File: config.mk
export PLATFORM = sky130hd
export DESIGN_NAME = mcycle_issue_ctrl
export DESIGN_NICKNAME = d
export VERILOG_FILES = /design/src/rtl/mcycle_issue_ctrl.sv
export SDC_FILE = /design/constraint.sdc
export NUM_CORES = 1
export LEC_CHECK = 0
export ABC_CLOCK_PERIOD_IN_PS = 9100
export CORE_UTILIZATION = 38
export DETAILED_ROUTE_END_ITERATION = 8
export PLACE_DENSITY = 0.63
export SLEW_MARGIN = 40
export SYNTH_ARGS = -nofsm -noshare
export SYNTH_HDL_FRONTEND = slang
export SYNTH_SLANG_ARGS = --single-unit
File: constraint.sdc
create_clock -name CLK -period 9.1 [get_ports CLK]
set_input_delay 0.91 -clock CLK [delete_from_list [all_inputs] [get_ports CLK]]
set_output_delay 0.91 -clock CLK [all_outputs]
set_load 0.05 [all_outputs]
File: src/rtl/mcycle_issue_ctrl.sv
// rtl/mcycle_issue_ctrl.sv - mul/div issue controller: request FIFO, register scoreboard, writeback arbiter
// Optional zero-latency issue path when MCYCLE_BYPASS_EN is defined.
module mcycle_issue_ctrl #(
    parameter int width = 32,
    parameter int DEPTH = 2,
    parameter int NREG  = 16
) (
    input  logic             CLK,
    input  logic             Reset,
    input  logic             ReqValid,
    input  logic             ReqOp,
    input  logic [width-1:0] ReqOp1,
    input  logic [width-1:0] ReqOp2,
    input  logic [3:0]       ReqWA3,
    output logic             ReqReady,
    input  logic [3:0]       RA1,
    input  logic [3:0]       RA2,
    input  logic             RAValid,
    output logic             Hazard,
    output logic             MStart,
    output logic             MOp,
    output logic [width-1:0] MOperand1,
    output logic [width-1:0] MOperand2,
    output logic [3:0]       MWA3,
    input  logic             MBusy,
    input  logic             MDone,
    input  logic [width-1:0] MResult,
    input  logic [3:0]       MResultWA3,
    input  logic             PipeWE,
    output logic             WBWE,
    output logic [3:0]       WBWA3,
    output logic [width-1:0] WBData
);
    localparam int PW = $clog2(DEPTH);

    typedef enum logic {IDLE = 1'b0, RUN = 1'b1} state_t;
    state_t state, state_next;

    logic             fifo_op  [DEPTH];
    logic [width-1:0] fifo_opa [DEPTH];
    logic [width-1:0] fifo_opb [DEPTH];
    logic [3:0]       fifo_wa  [DEPTH];

    logic [PW:0]   wr_ptr, rd_ptr;
    logic [PW-1:0] wr_idx, rd_idx;
    logic          full, empty;
    logic          accept, push, pop, issue, bypass, capture, wb;

    logic [NREG-1:0] pend, pend_next;

    logic             buf_valid;
    logic [3:0]       buf_wa3;
    logic [width-1:0] buf_data;

    logic             op_q;
    logic [width-1:0] opa_q, opb_q;
    logic [3:0]       wa_q;

    assign wr_idx = wr_ptr[PW-1:0];
    assign rd_idx = rd_ptr[PW-1:0];
    assign empty  = (wr_ptr == rd_ptr);
    assign full   = (wr_ptr[PW] != rd_ptr[PW]) && (wr_idx == rd_idx);

    // WAW guard uses registered pend only, so a register clearing this cycle is accepted next cycle
    assign ReqReady = !full && !pend[ReqWA3];
    assign accept   = ReqValid && ReqReady;
    assign Hazard   = RAValid && (pend[RA1] || pend[RA2]);

    assign issue = (state == IDLE) && !empty && !MBusy && !buf_valid;
`ifdef MCYCLE_BYPASS_EN
    assign bypass = accept && empty && (state == IDLE) && !MBusy && !buf_valid;
`else
    assign bypass = 1'b0;
`endif
    assign push = accept && !bypass;

    assign wb     = buf_valid && !PipeWE;
    assign WBWE   = wb;
    assign WBWA3  = buf_wa3;
    assign WBData = buf_data;

    always_ff @(posedge CLK or posedge Reset) begin
        if (Reset) state <= IDLE;
        else       state <= state_next;
    end

    always_comb begin
        state_next = state;
        case (state)
            IDLE:    if (issue || bypass) state_next = RUN;
            RUN:     if (MDone) state_next = IDLE;
            default: state_next = IDLE;
        endcase
    end

    always_comb begin
        MStart    = 1'b0;
        pop       = 1'b0;
        capture   = 1'b0;
        MOp       = op_q;
        MOperand1 = opa_q;
        MOperand2 = opb_q;
        MWA3      = wa_q;
        case (state)
            IDLE: begin
                if (issue) begin
                    MStart    = 1'b1;
                    pop       = 1'b1;
                    MOp       = fifo_op[rd_idx];
                    MOperand1 = fifo_opa[rd_idx];
                    MOperand2 = fifo_opb[rd_idx];
                    MWA3      = fifo_wa[rd_idx];
                end
`ifdef MCYCLE_BYPASS_EN
                else if (bypass) begin
                    MStart    = 1'b1;
                    MOp       = ReqOp;
                    MOperand1 = ReqOp1;
                    MOperand2 = ReqOp2;
                    MWA3      = ReqWA3;
                end
`endif
            end
            RUN:     capture = MDone;
            default: ;
        endcase
    end

    always_ff @(posedge CLK or posedge Reset) begin
        if (Reset) begin
            wr_ptr <= '0;
            rd_ptr <= '0;
        end else begin
            if (push) wr_ptr <= wr_ptr + 1'b1;
            if (pop)  rd_ptr <= rd_ptr + 1'b1;
        end
    end

    always_ff @(posedge CLK) begin
        if (push) begin
            fifo_op[wr_idx]  <= ReqOp;
            fifo_opa[wr_idx] <= ReqOp1;
            fifo_opb[wr_idx] <= ReqOp2;
            fifo_wa[wr_idx]  <= ReqWA3;
        end
    end

    // Operands stay on the unit interface after the start pulse
    always_ff @(posedge CLK or posedge Reset) begin
        if (Reset) begin
            op_q  <= 1'b0;
            opa_q <= '0;
            opb_q <= '0;
            wa_q  <= '0;
        end else if (MStart) begin
            op_q  <= MOp;
            opa_q <= MOperand1;
            opb_q <= MOperand2;
            wa_q  <= MWA3;
        end
    end

    always_comb begin
        pend_next = pend;
        if (wb)     pend_next[buf_wa3] = 1'b0;
        if (accept) pend_next[ReqWA3]  = 1'b1;
    end

    always_ff @(posedge CLK or posedge Reset) begin
        if (Reset) pend <= '0;
        else       pend <= pend_next;
    end

    always_ff @(posedge CLK or posedge Reset) begin
        if (Reset) begin
            buf_valid <= 1'b0;
            buf_wa3   <= '0;
            buf_data  <= '0;
        end else if (capture) begin
            buf_valid <= 1'b1;
            buf_wa3   <= MResultWA3;
            buf_data  <= MResult;
        end else if (wb) begin
            buf_valid <= 1'b0;
        end
    end
endmodule

======== After elaboration in Yosys (flattened, before gate mapping) ========
Memories as Yosys holds them, arrays and structs flattened.
Cells that the tools add are included.
word-level totals
  register bits after elaboration ......... 127
  RAM bits ................................ 138
  bits of input ports ..................... 120
  output and inout port bits .............. 109
  word-level logic and storage cells ...... 77
  memories ................................ 4
memories
  name      depth  width  rd ports  clocked after Yosys merged registers in  write ports  line  source
  fifo_opa  2      32     1         0                                        1            40    logic [width-1:0] fifo_opa [DEPTH];
  fifo_opb  2      32     1         0                                        1            41    logic [width-1:0] fifo_opb [DEPTH];
  fifo_wa   2      4      1         0                                        1            42    logic [3:0] fifo_wa [DEPTH];
  fifo_op   2      1      1         0                                        1            39    logic fifo_op [DEPTH];
operators by class
  add/sub/neg operators ................... 2
  magnitude comparators ................... 6
  eq/ne operators ......................... 3
  muxes and demuxes ....................... 29
  bitwise operators ....................... 4
  reductions and logical operators ........ 18
operator list
  kind                                                                number
  2-to-1 mux 32 bit                                                   4
  2-to-1 mux 16 bit                                                   2
  < comparator 4 x 5 -> 1 bit (second input constant)                 4
  AND 16 bit                                                          1
  inverter 16 bit                                                     1
  bitwise OR 16 bit                                                   1
  2-to-1 mux 1 bit                                                    15
  binary-select mux 1 bit (select 4 bit)                              3
  logical AND 1 bit                                                   10
  demux 1 bit (select 4 bit)                                          2
  greater-or-equal comparator 4 x 1 -> 1 bit (second input constant)  2
  2-to-1 mux 4 bit                                                    2
  zero test 1 bit                                                     6
  adder 2 x 1 -> 2 bit (second input constant)                        2
  equality test 2 bit                                                 1
  case mux 1 bit (2 select lines)                                     1
  nonzero test 2 bit                                                  1
  equality test 1 bit                                                 1
  logical OR 1 bit                                                    1
  inequality test 1 bit                                               1
  inverter 1 bit                                                      1

======== Depth between registers and ports, before layout ========
Gate-level depths: netlist of run 1.
  depth in word-level cells ............... 9
  gate-level depth with buffers ........... 8
  gate-level depth less buffers ........... 6

======== Least setup slack after synthesis of run 1 ========
OpenSTA, ideal clock, no wires.
  path kind ............................... in2reg
  start point ............................. in ReqWA3[0]
  end point ............................... mem fifo_op[0] (enable)
  setup time .............................. 496 ps
  arrival time ............................ 4,893 ps
  data required time ...................... 8,604 ps
  path slack .............................. 3,710 ps
  stages on the path ...................... 6
  path buffers ............................ 1
  cells stage by stage .................... buf_6 -> mux4_2 -> mux2_4 -> nor2b_4 -> nor2_1 -> nor2_1
on the way
  word-level cells in the longest chain between the ends .. 7
ends and longest elaborated chain
  element                                 line  source
  from (decl)                             14    input logic [3:0] ReqWA3,
  binary-select mux 1 bit (select 4 bit)  65    assign ReqReady = !full && !pend[ReqWA3];
  2-to-1 mux 1 bit (implied by the code)  65
  zero test 1 bit                         65
  logical AND 1 bit                       65
  logical AND 1 bit                       66    assign accept = ReqValid && ReqReady;
  2-to-1 mux 1 bit                        140   if (push) begin
  2-to-1 mux 1 bit (implied by the code)  141   fifo_op[wr_idx] <= ReqOp;
  to (decl)                               39
No other way between the ends. The select of a mux whose other input is x is not followed.

======== Worst setup path after layout of run 1 ========
  start point ............................. reg rd_ptr[0]
  end point ............................... out MOperand2[23]
on the way
  word-level cells in the longest chain between the ends .. 7
  elaborated cells between the ends (all ways) .. 8
  classes of those cells .................. eq/ne (1); mux (2); reduce/logical (4); memory (1)
ends and longest elaborated chain
  element                          line  source
  from (decl)                      44    logic [PW:0] wr_ptr, rd_ptr;
  from (signal assigned)           135   if (pop) rd_ptr <= rd_ptr + 1'b1;
  equality test 2 bit              61    assign empty = (wr_ptr == rd_ptr);
  zero test 1 bit                  69    assign issue = (state == IDLE) && !empty && !MBusy && !buf_valid;
  logical AND 1 bit (3 in series)  69
  2-to-1 mux 32 bit *              106   if (issue) begin
  2-to-1 mux 32 bit *              104   case (state)
  to (decl)                        23    output logic [width-1:0] MOperand2,
Every way passes the cells marked *; elsewhere a longest branch is shown, timed or not.

==> summary.md, run 1 <==
| Metric | Value |
|---|---|
| Worst Path Required | around 8.2 ns |
| H-tree Lvls | 1 |
| Crit path cell chain | xor2_1 -> o21ai_4 -> buf_6 -> nand2_1 -> o21ai_0 -> clkdlybuf4s50_1 |
| Sink Count | 265 |
| CP max stage cell | dfrtp_4 |
| Pin count of the biggest net entering global routing | 113 |
| GR Util All Layers | 15.60% |
| Number of remaining DRC errors | 0 |
| Vias | around 6500 |
| CTS buffer count | 28 |
| Crit-path max FO | around 110 |
| Initial antenna violation count | 0 |
| Register area share after synthesis | 70.67% |
| Gpl congestion | 0.9535 |
| First-pass GRT wire length | 34510 um |
| Syn. warnings | 0 |
| Synthesized cell area | between 10000 and 15000 um2 |
| Post-Syn Nets | approximately 850 |
| Nature of the critical path endpoint | output pin |
| CTS resizes | 0 |
| Starting density of the core | 38.55% |
| Worst reg2reg path startpoint | rd_ptr[0] |
| Hold Vio Cnt, Final | 0 |
| Total of max-cap violations | 0 |
| Setup_tns | 0 ns |
| Reg2Reg Depth | 6 |
| CP Launch Point | rd_ptr[0] |
| Hold Path Cell Cnt | 2 |
| Status | complete, no violations |
| Drt first pass iters | 4 |
| Grt ovf | 0 |
| CTS tree | yes |
| Final setup fails | 0 |
| Final Cycle Share | 49.90% |
| Seq cells post-synth | 265 |
| Core area | 26880 um2 |
| Clock transition at the registers of the reported paths | about 0.060 ns |
| Worst r2r dst | fifo_opb[1][5] |
| Hold/Removal Path Class | reg -> reg |
| Share of cells above drive strength 1 | 10.85% |
| Number of hold buffers added after cts | 0 |
| CTS root buffer | clkbuf_16 |
| Post-route ant nets | 0 |
| Setup Fix Bufs, Post-CTS | 0 |
| I/O Buffers | 228 |
| Drt wl/cell | 16.44 um |
| Tmin final | approximately 4.5 ns |
| # IOs | 229 |
| Hold Crit Start | opa_q[11] |
| Unrepaired setup endpoints after global routing | no |
| Die width | 167.1 um |
| Vias in the first global route | 6413 |
| Clk buf depth | 3 |
| Worst path max stage delay | 0.86 ns |
| FP Rows | 60 |
| Crit path arrival time | 3.63 ns |
| DRT iter0 DRCs | 317 |
| R2R Setup Slk | 5.82 ns |
| Slew Viols, Final | 0 |
| Nets | ~1100 |
| Fillcell total | 2341 |
| Post-synthesis cell type count | 34 |
| Synthesized area per cell | 14.29 um2 |
| Die Span Y | between 150 and 200 um |
| Die footprint | 27930 um2 |
| Avg Vias per Cell | 4.933 |
| Final Skew | slightly below 0.009 ns |
| Slew @ Worst Pin | 0.6987 ns |
| DP Wirelength | about 14000 um |
| Cell count after synthesis | slightly above 700 |
| Relative slew slack | 53.42% |
| Skew-Pair Late Insertion Delay | 0.53 ns |
| Fmax | 220.2 MHz |
| Crit path launch type | register |
| WS Path Type | reg -> out |
| Routed Wire Length | between 20000 and 25000 um |
| Area growth syn-to-layout | 34.44% |
| Hold EP | opa_q[11] |
| Diodes inserted | 0 |
critical path: cells and delay by family (launching register included):
family,cells,cell delay (ns)
DFF,1,0.86
and+or+nand+nor,1,0.15
buffers and inverters,2,1.37
AOI/OAI and AO/OA,2,0.32
xor gates and xnor gates,1,0.29
state kept, by name, summed over array words and instances, names as in the netlist, 2 cells and up:
name and flops:
fifo_opa 64, rd_ptr 2, WBWA3 4, fifo_wa 8
pend 16, fifo_op 2, wr_ptr 2, wa_q 4
opa_q 32, WBData 32, fifo_opb 64, opb_q 32
cell usage in the layout (no fill, tap or decap), drive strengths merged, types with 2 or more instances in the layout:
master,n
nand2,80
edfxtp,138
nand2b,5
nor2,4
a211oi,2
xnor2,5
or2,2
clkdlybuf4s50,228
dfrtp,127
mux2i,75
mux2,37
a21oi,2
nor2b,6
clkinv,6
nand3b,2
buf,9
inv,6
o211a,2
clkbuf,42
mux4,10
o21ai,173
bufinv,2
nand3,4
clkinvlp,3
cell families (layout without fill, tap and decap cells):
family / count (synthesis) / count (layout) / share of synthesized area (%)
buf+inv: 44 / 296 / 1.836
xor+xnor: 6 / 6 / 0.5072
flops: 265 / 265 / 70.67
compound gates: 183 / 183 / 9.166
mux: 122 / 122 / 13.48
simple gates: 105 / 105 / 4.347
worst max path at each step:
stage / endpoint / slack [ns] / depth (start not counted)
floorplan: fifo_op[0] / 3.71 / 6
global placement: fifo_opa[0][8] / 4.55 / 7
detailed placement: ReqReady / 4.59 / 6
CTS: MOperand1[21] / 4.35 / 6
global route: MOperand2[19] / 4.30 / 6
finish: MOperand2[23] / 4.56 / 6
cells in the mapped netlist (all sizes together):
master  count  area (um2)
inv         7       26.28
nand3b      2       15.01
nand2b      5       31.28
a22oi       1       7.510
nand3       4       20.02
o211ai      1       7.510
o21a        1       7.510
mux2       37       420.4
xnor2       5       43.79
nor3        1       5.000
a31oi       1       12.51
a211oi      2       15.01
a21oi       2       10.01
edfxtp    138        4144
clkbuf     23       86.33
nand2      80       300.3
nor2b       6       45.04
nor2        4       15.01
o211a       2       20.02
o21ai     173       869.6
or2         2       12.51
mux2i      75       750.7
nand4       1       6.260
buf        14       77.57
xor2        1       8.760
mux4       10       225.2
dfrtp     127        3178
metrics by stage:
stage | hold WS, ns | instance area, um2 | std cells | setup slack [ns] | util [%]
2_1_floorplan | 0.4387 | 10360 | 725 | 3.710 | -
3_3_place_gp | 0.4504 | 12990 | 1264 | 4.550 | 48.32
3_5_place_dp | 0.4588 | 13030 | 1266 | 4.595 | 48.46
4_1_cts | 0.4728 | 13930 | 1318 | 4.352 | 51.82
5_1_grt | 0.4859 | 13930 | 1318 | 4.296 | 51.83
6_report | 0.4673 | 13930 | 1318 | 4.560 | 51.83
final cells by class:
cell class / count / area [um2] / share of cell area, %
clock buffer: 42 / 794.5 / 5.704
clock inverter: 10 / 106.4 / 0.7635
inverter: 7 / 32.53 / 0.2335
multi-input combinational: 416 / 2868 / 20.59
sequential: 265 / 7326 / 52.59
tap: 341 / 426.7 / 3.063
timing repair buffer: 237 / 2376 / 17.06
layer usage:
| metal | GRT usage, % | wire length, um | share of wire [%] | vias up |
|---|---|---|---|---|
| li1 | - | - | - | 3122 |
| met3 | 3.451 | 1186 | 5.5 | 35 |
| met4 | 4.348 | 544 | 2.5 | 0 |
| met5 | 0 | 0 | 0 | - |
| met1 | 19.88 | 8984 | 41 | 3167 |
| met2 | 26.72 | 10950 | 51 | 178 |
Power of run 1 is not shown: default switching activity piles up to over one toggle a cycle in this logic, so the estimate is an artifact.
==> run 2: changes to the inputs <==
Settings changed: ABC_CLOCK_PERIOD_IN_PS 9100 to 3650, PLACE_DENSITY 0.63 to 0.65.
Clock period 9.1 ns to 3.65 ns, I/O delays scaled along.
==> run 2 against run 1 <==
Compared with the run above:
- setup slack got worse by 4.4 ns
- largest cell class unchanged
- critical endpoint is now MWA3[3]
- non-clock buffer count increased by 5
- core utilization decreased by 0.25 points
==> summary.md, run 2 (same netlist as run 1, synthesis figures left out) <==
| Metric | Value |
|---|---|
| Relative slew slack | a little over half |
| Crit-path max FO | 50 |
| Routed Wire Length | 22140 um |
| Final core occ | between 50 and 60% |
| Total of max-cap violations | 0 |
| Slew Viols, Final | 0 |
| Avg Vias per Cell | 4.897 |
| Post-route ant nets | 0 |
| DRT iter0 DRCs | 310 |
| FP Rows | 60 |
| Tmin final | 3.452 ns |
| Hold/Removal Path Class | in -> async |
| CTS tree | yes |
| Nature of the critical path endpoint | output pin |
| First-pass GRT wire length | 34880 um |
| DP Wirelength | 14630 um |
| Drt first pass iters | 4 |
| Worst Path Required | 3.28 ns |
| Die width | 167.1 um |
| Starting density of the core | between 30 and 40% |
| Grt ovf | 0 |
| Slew @ Worst Pin | 0.7180 ns |
| Crit path arrival time | a little over 3 ns |
| Sink Count | approximately 270 |
| Core area | 26880 um2 |
| Clk buf depth | 3 |
| # IOs | 229 |
| Pin count of the biggest net entering global routing | a little under 80 |
| Crit path launch type | register |
| Fmax | between 200 and 300 MHz |
| Setup_tns | 0 ns |
| Fillcell total | 2293 |
| GR Util All Layers | about 16% |
| Setup Fix Bufs, Post-CTS | 0 |
| Drt wl/cell | 16.71 um |
| Skew-Pair Late Insertion Delay | 0.54 ns |
| Number of hold buffers added after cts | 0 |
| WS Path Type | reg -> out |
| Vias in the first global route | 6341 |
| Gpl congestion | 0.8742 |
| Diodes inserted | 0 |
| Nets | 1081 |
| I/O Buffers | 228 |
| Number of remaining DRC errors | 0 |
| Initial antenna violation count | 2 |
| Crit path cell chain | xnor2_1 -> inv_1 -> o21ai_4 -> buf_4 -> nand2_1 -> o21ai_0 -> clkdlybuf4s50_1 |
| Final Skew | 0.008937 ns |
| Final setup fails | 0 |
| Area growth syn-to-layout | 33.79% |
| Status | complete, no violations |
| Most common cell after layout, fill and taps aside | clkdlybuf4s50_1 |
| CTS root buffer | clkbuf_16 |
| Vias | 6489 |
| CTS resizes | 0 |
| Hold Vio Cnt, Final | 0 |
| Die footprint | 27930 um2 |
| Most frequent cells in the layout | 180 x clkdlybuf4s50_1, 171 x o21ai_0, 138 x edfxtp_1 |
| CP max stage cell | clkdlybuf4s50_1 |
| Unrepaired setup endpoints after global routing | no |
| Biggest regs | fifo_opa (64), fifo_opb (64) |
| Clock transition at the registers of the reported paths | 0.06 ns |
| Final Cycle Share | 94.58% |
| CTS buffer count | 29 |
| Share of cells above drive strength 1 | 16.26% |
| H-tree Lvls | 1 |
| Worst path max stage delay | about 0.84 ns |
| Die Span Y | 167.1 um |
==> run 2: cell count changes in the layout (fill, tap and decap cells not counted), moves of 3 or more <==
| cell | before | now |
|---|---|---|
| buf_4 | 4 | 57 |
| clkinv_2 | 5 | 9 |
| buf_6 | 3 | 0 |
| clkdlybuf4s50_1 | 228 | 180 |
| buf_12 | 0 | 5 |
==> run 2: area by class of cell <==
type / instances / area [um2] / area share (%)
flip-flops and latches: 265 / 7326 / 52.85
multi-input cells: 416 / 2868 / 20.69
repair buffers: 242 / 2330 / 16.81
clock buffers: 41 / 790.8 / 5.705
well taps: 341 / 426.7 / 3.078
clock inverters: 13 / 90.09 / 0.6499
inverters: 7 / 31.28 / 0.2257
==> run 2: critical path, delay by kind of cell, from the launching register on <==
family,cells,cell delay [ns]
compound gates,2,0.32
xor+xnor,1,0.32
buf+inv,3,1.36
flops,1,0.40
simple gates,1,0.14
==> run 2: through the flow <==
stage	setup WS, ns	hold slack (ns)	area (um2)	std cells
after detailed placement	0.4856	0.4591	12980	1271
after CTS	0.1479	0.2963	13860	1325
after global routing	0.01148	0.3465	13860	1325
final	0.1978	0.2857	13860	1325
after global placement	0.4579	0.4501	12980	1271
after floorplan	0.4154	0.4387	10370	725
==> run 2: final timing paths <==
| path | cells past startpoint | to | slack, ns | start |
|---|---|---|---|---|
| max in group asynchronous | 3 | opb_q[2] | 2.46 | Reset |
| worst min-delay path | 2 | WBData[7] | 0.29 | Reset |
| worst min register to register | 2 | opa_q[5] | 0.47 | opa_q[5] |
| worst max-delay path | 7 | MWA3[3] | 0.20 | wr_ptr[1] |
| min in group CLK | 2 | state | 0.40 | MDone |
| worst max register to register | 6 | fifo_opa[0][18] | 1.30 | rd_ptr[0] |
==> run 2: layer usage <==
layer,vias up,global-route usage [%],share of wire [%]
met5,-,0,0
met4,0,4.670,2.5
met3,40,2.954,4.6
met2,149,26.56,49
met1,3161,21.36,44
li1,3139,-,-
Power of run 2 is left out for the same reason.
==> run 3: changes to the inputs <==
Settings changed: RECOVER_POWER set to 50.
==> run 3 against run 2 <==
Compared with the run above:
- clock skew about the same
- die area stayed put
- setup slack improved by 0.0039 ns
- the flow now finishes with violations (max-capacitance violations, max-slew violations)
- via count is 0.46% higher
- flip-flop and latch count did not move
- final cell count is 0.15% higher
- fmax increased by 0.11%
- critical endpoint unchanged
- critical path depth is the same
- largest cell class unchanged
- critical path type unchanged
- cell area shrank 0.19%
==> summary.md, run 3 (same netlist as run 1, synthesis figures left out) <==
| Metric | Value |
|---|---|
| Setup_tns | 0 ns |
| CTS resizes | 0 |
| Hold Path Cell Cnt | 2 |
| Post-route ant nets | 0 |
| Slew @ Worst Pin | 2.058 ns |
| Grt ovf | 0 |
| Routed Wire Length | 22090 um |
| H-tree Lvls | 1 |
| Sink Count | 265 |
| Nets | ~1100 |
| Final WS setup | between 0.2 and 0.25 ns |
| Area growth syn-to-layout | 33.53% |
| R2R Setup Slk | 1.13 ns |
| Crit path launch type | register |
| CP Launch Point | wr_ptr[1] |
| Vias in the first global route | about 6300 |
| CTS tree | yes |
| Starting density of the core | 38.55% |
| Hold Vio Cnt, Final | 0 |
| Unrepaired setup endpoints after global routing | no |
| Worst reg2reg path startpoint | state |
| Crit path arrival time | 3.08 ns |
| Vias | 6519 |
| Slew Viols, Final | 38 |
| Gpl congestion | 0.8742 |
| Relative slew slack | -37.21% |
| Final Skew | roughly 0.009 ns |
| Worst path max stage delay | 0.84 ns |
| Drt first pass iters | 5 |
| Die Span Y | 167.1 um |
| Fmax | 290.0 MHz |
| Most frequent cells in the layout | 171 x o21ai_0, 138 x edfxtp_1, 126 x dfrtp_1 |
| FP Rows | 60 |
| Number of hold buffers added after cts | 0 |
| Reg2Reg Depth | 3 |
| Final setup fails | 0 |
| I/O Buffers | 228 |
| Post-place setup slack | about 0.5 ns |
| GR Util All Layers | 15.97% |
| CTS buffer count | 29 |
| DRT iter0 DRCs | ~320 |
| CP max stage cell | clkdlybuf4s50_1 |
| Storage element area | 7326 um2 |
| Fillcell total | roughly 2300 |
| Die width | 167.1 um |
| Kind of cell adding the most delay to the critical path | buffers and inverters |
| Pin count of the biggest net entering global routing | 77 |
| Initial antenna violation count | 2 |
| Nature of the critical path endpoint | output pin |
| Die footprint | 27930 um2 |
| Area of the multi-input gates | ~2900 um2 |
| First-pass GRT wire length | 34880 um |
| Clk buf depth | 3 |
| Setup Fix Bufs, Post-CTS | 0 |
| Worst Path Required | about 3.3 ns |
| Critical path destination | MWA3[3] |
| Biggest regs | fifo_opa (64), fifo_opb (64) |
| Crit path cell chain | xnor2_1 -> inv_1 -> o21ai_4 -> buf_4 -> nand2_1 -> o21ai_0 -> clkdlybuf4s50_1 |
| DP Wirelength | 14630 um |
| Failing checks | max-capacitance violations, max-slew violations |
| Clock transition at the registers of the reported paths | roughly 0.060 ns |
| Hold/Removal Path Class | in -> reg |
| CP Depth | 7 |
| Skew-Pair Late Insertion Delay | 0.54 ns |
| Worst r2r dst | WBData[11] |
| Tmin final | 3.448 ns |
| WS Path Type | reg -> out |
| Avg Vias per Cell | 4.913 |
| CTS root buffer | clkbuf_16 |
| Number of buffers and inverters on the critical path | 3 |
| Drt wl/cell | about 17 um |
| Total of max-cap violations | 1 |
| Crit-path max FO | 50 |
| Core area | between 20000 and 30000 um2 |
| Status | complete, but fails checks |
| Share of cells above drive strength 1 | between 10% and 20% |
| Most common cell after layout, fill and taps aside | o21ai_0 |
| Final Cycle Share | 94.47% |
| # IOs | 229 |
| Number of remaining DRC errors | 0 |
-- run 3: worst min-delay path by stage --
stage | to | start
6_report | state | MDone
5_1_grt | state | MDone
4_1_cts | WBData[15] | Reset
3_5_place_dp | opb_q[26] | opb_q[26]
3_3_place_gp | opb_q[20] | opb_q[20]
2_1_floorplan | op_q | op_q
-- run 3: metal layers --
layer | global-route usage [%] | vias up | part of all wire (%)
met2 | 26.56 | 145 | 49
met5 | 0 | - | 0
met3 | 2.954 | 40 | 4.6
li1 | - | 3137 | -
met1 | 21.36 | 3197 | 44
met4 | 4.670 | 0 | 2.5
-- run 3: area by class of cell --
type / count / share of cell area (%)
clock inverters: 13 / 0.6511
multi-input cells: 416 / 20.73
clock buffers: 41 / 5.715
well taps: 341 / 3.084
inverters: 7 / 0.2080
diodes: 2 / 0.03617
repair buffers: 242 / 16.63
flip-flops and latches: 265 / 52.95
-- run 3: per-stage QoR --
| step | instance area [um2] | util, % | hold WS (ns) | instances |
|---|---|---|---|---|
| 3_5_place_dp | 12980 | 48.30 | 0.4591 | 1271 |
| 5_1_grt | 13830 | 51.46 | 0.4155 | 1325 |
| 4_1_cts | 13860 | 51.58 | 0.2963 | 1325 |
| 2_1_floorplan | 10370 | - | 0.4387 | 725 |
| 6_report | 13840 | 51.48 | 0.4036 | 1327 |
| 3_3_place_gp | 12980 | 48.30 | 0.4501 | 1271 |
Power of run 3 is left out for the same reason.
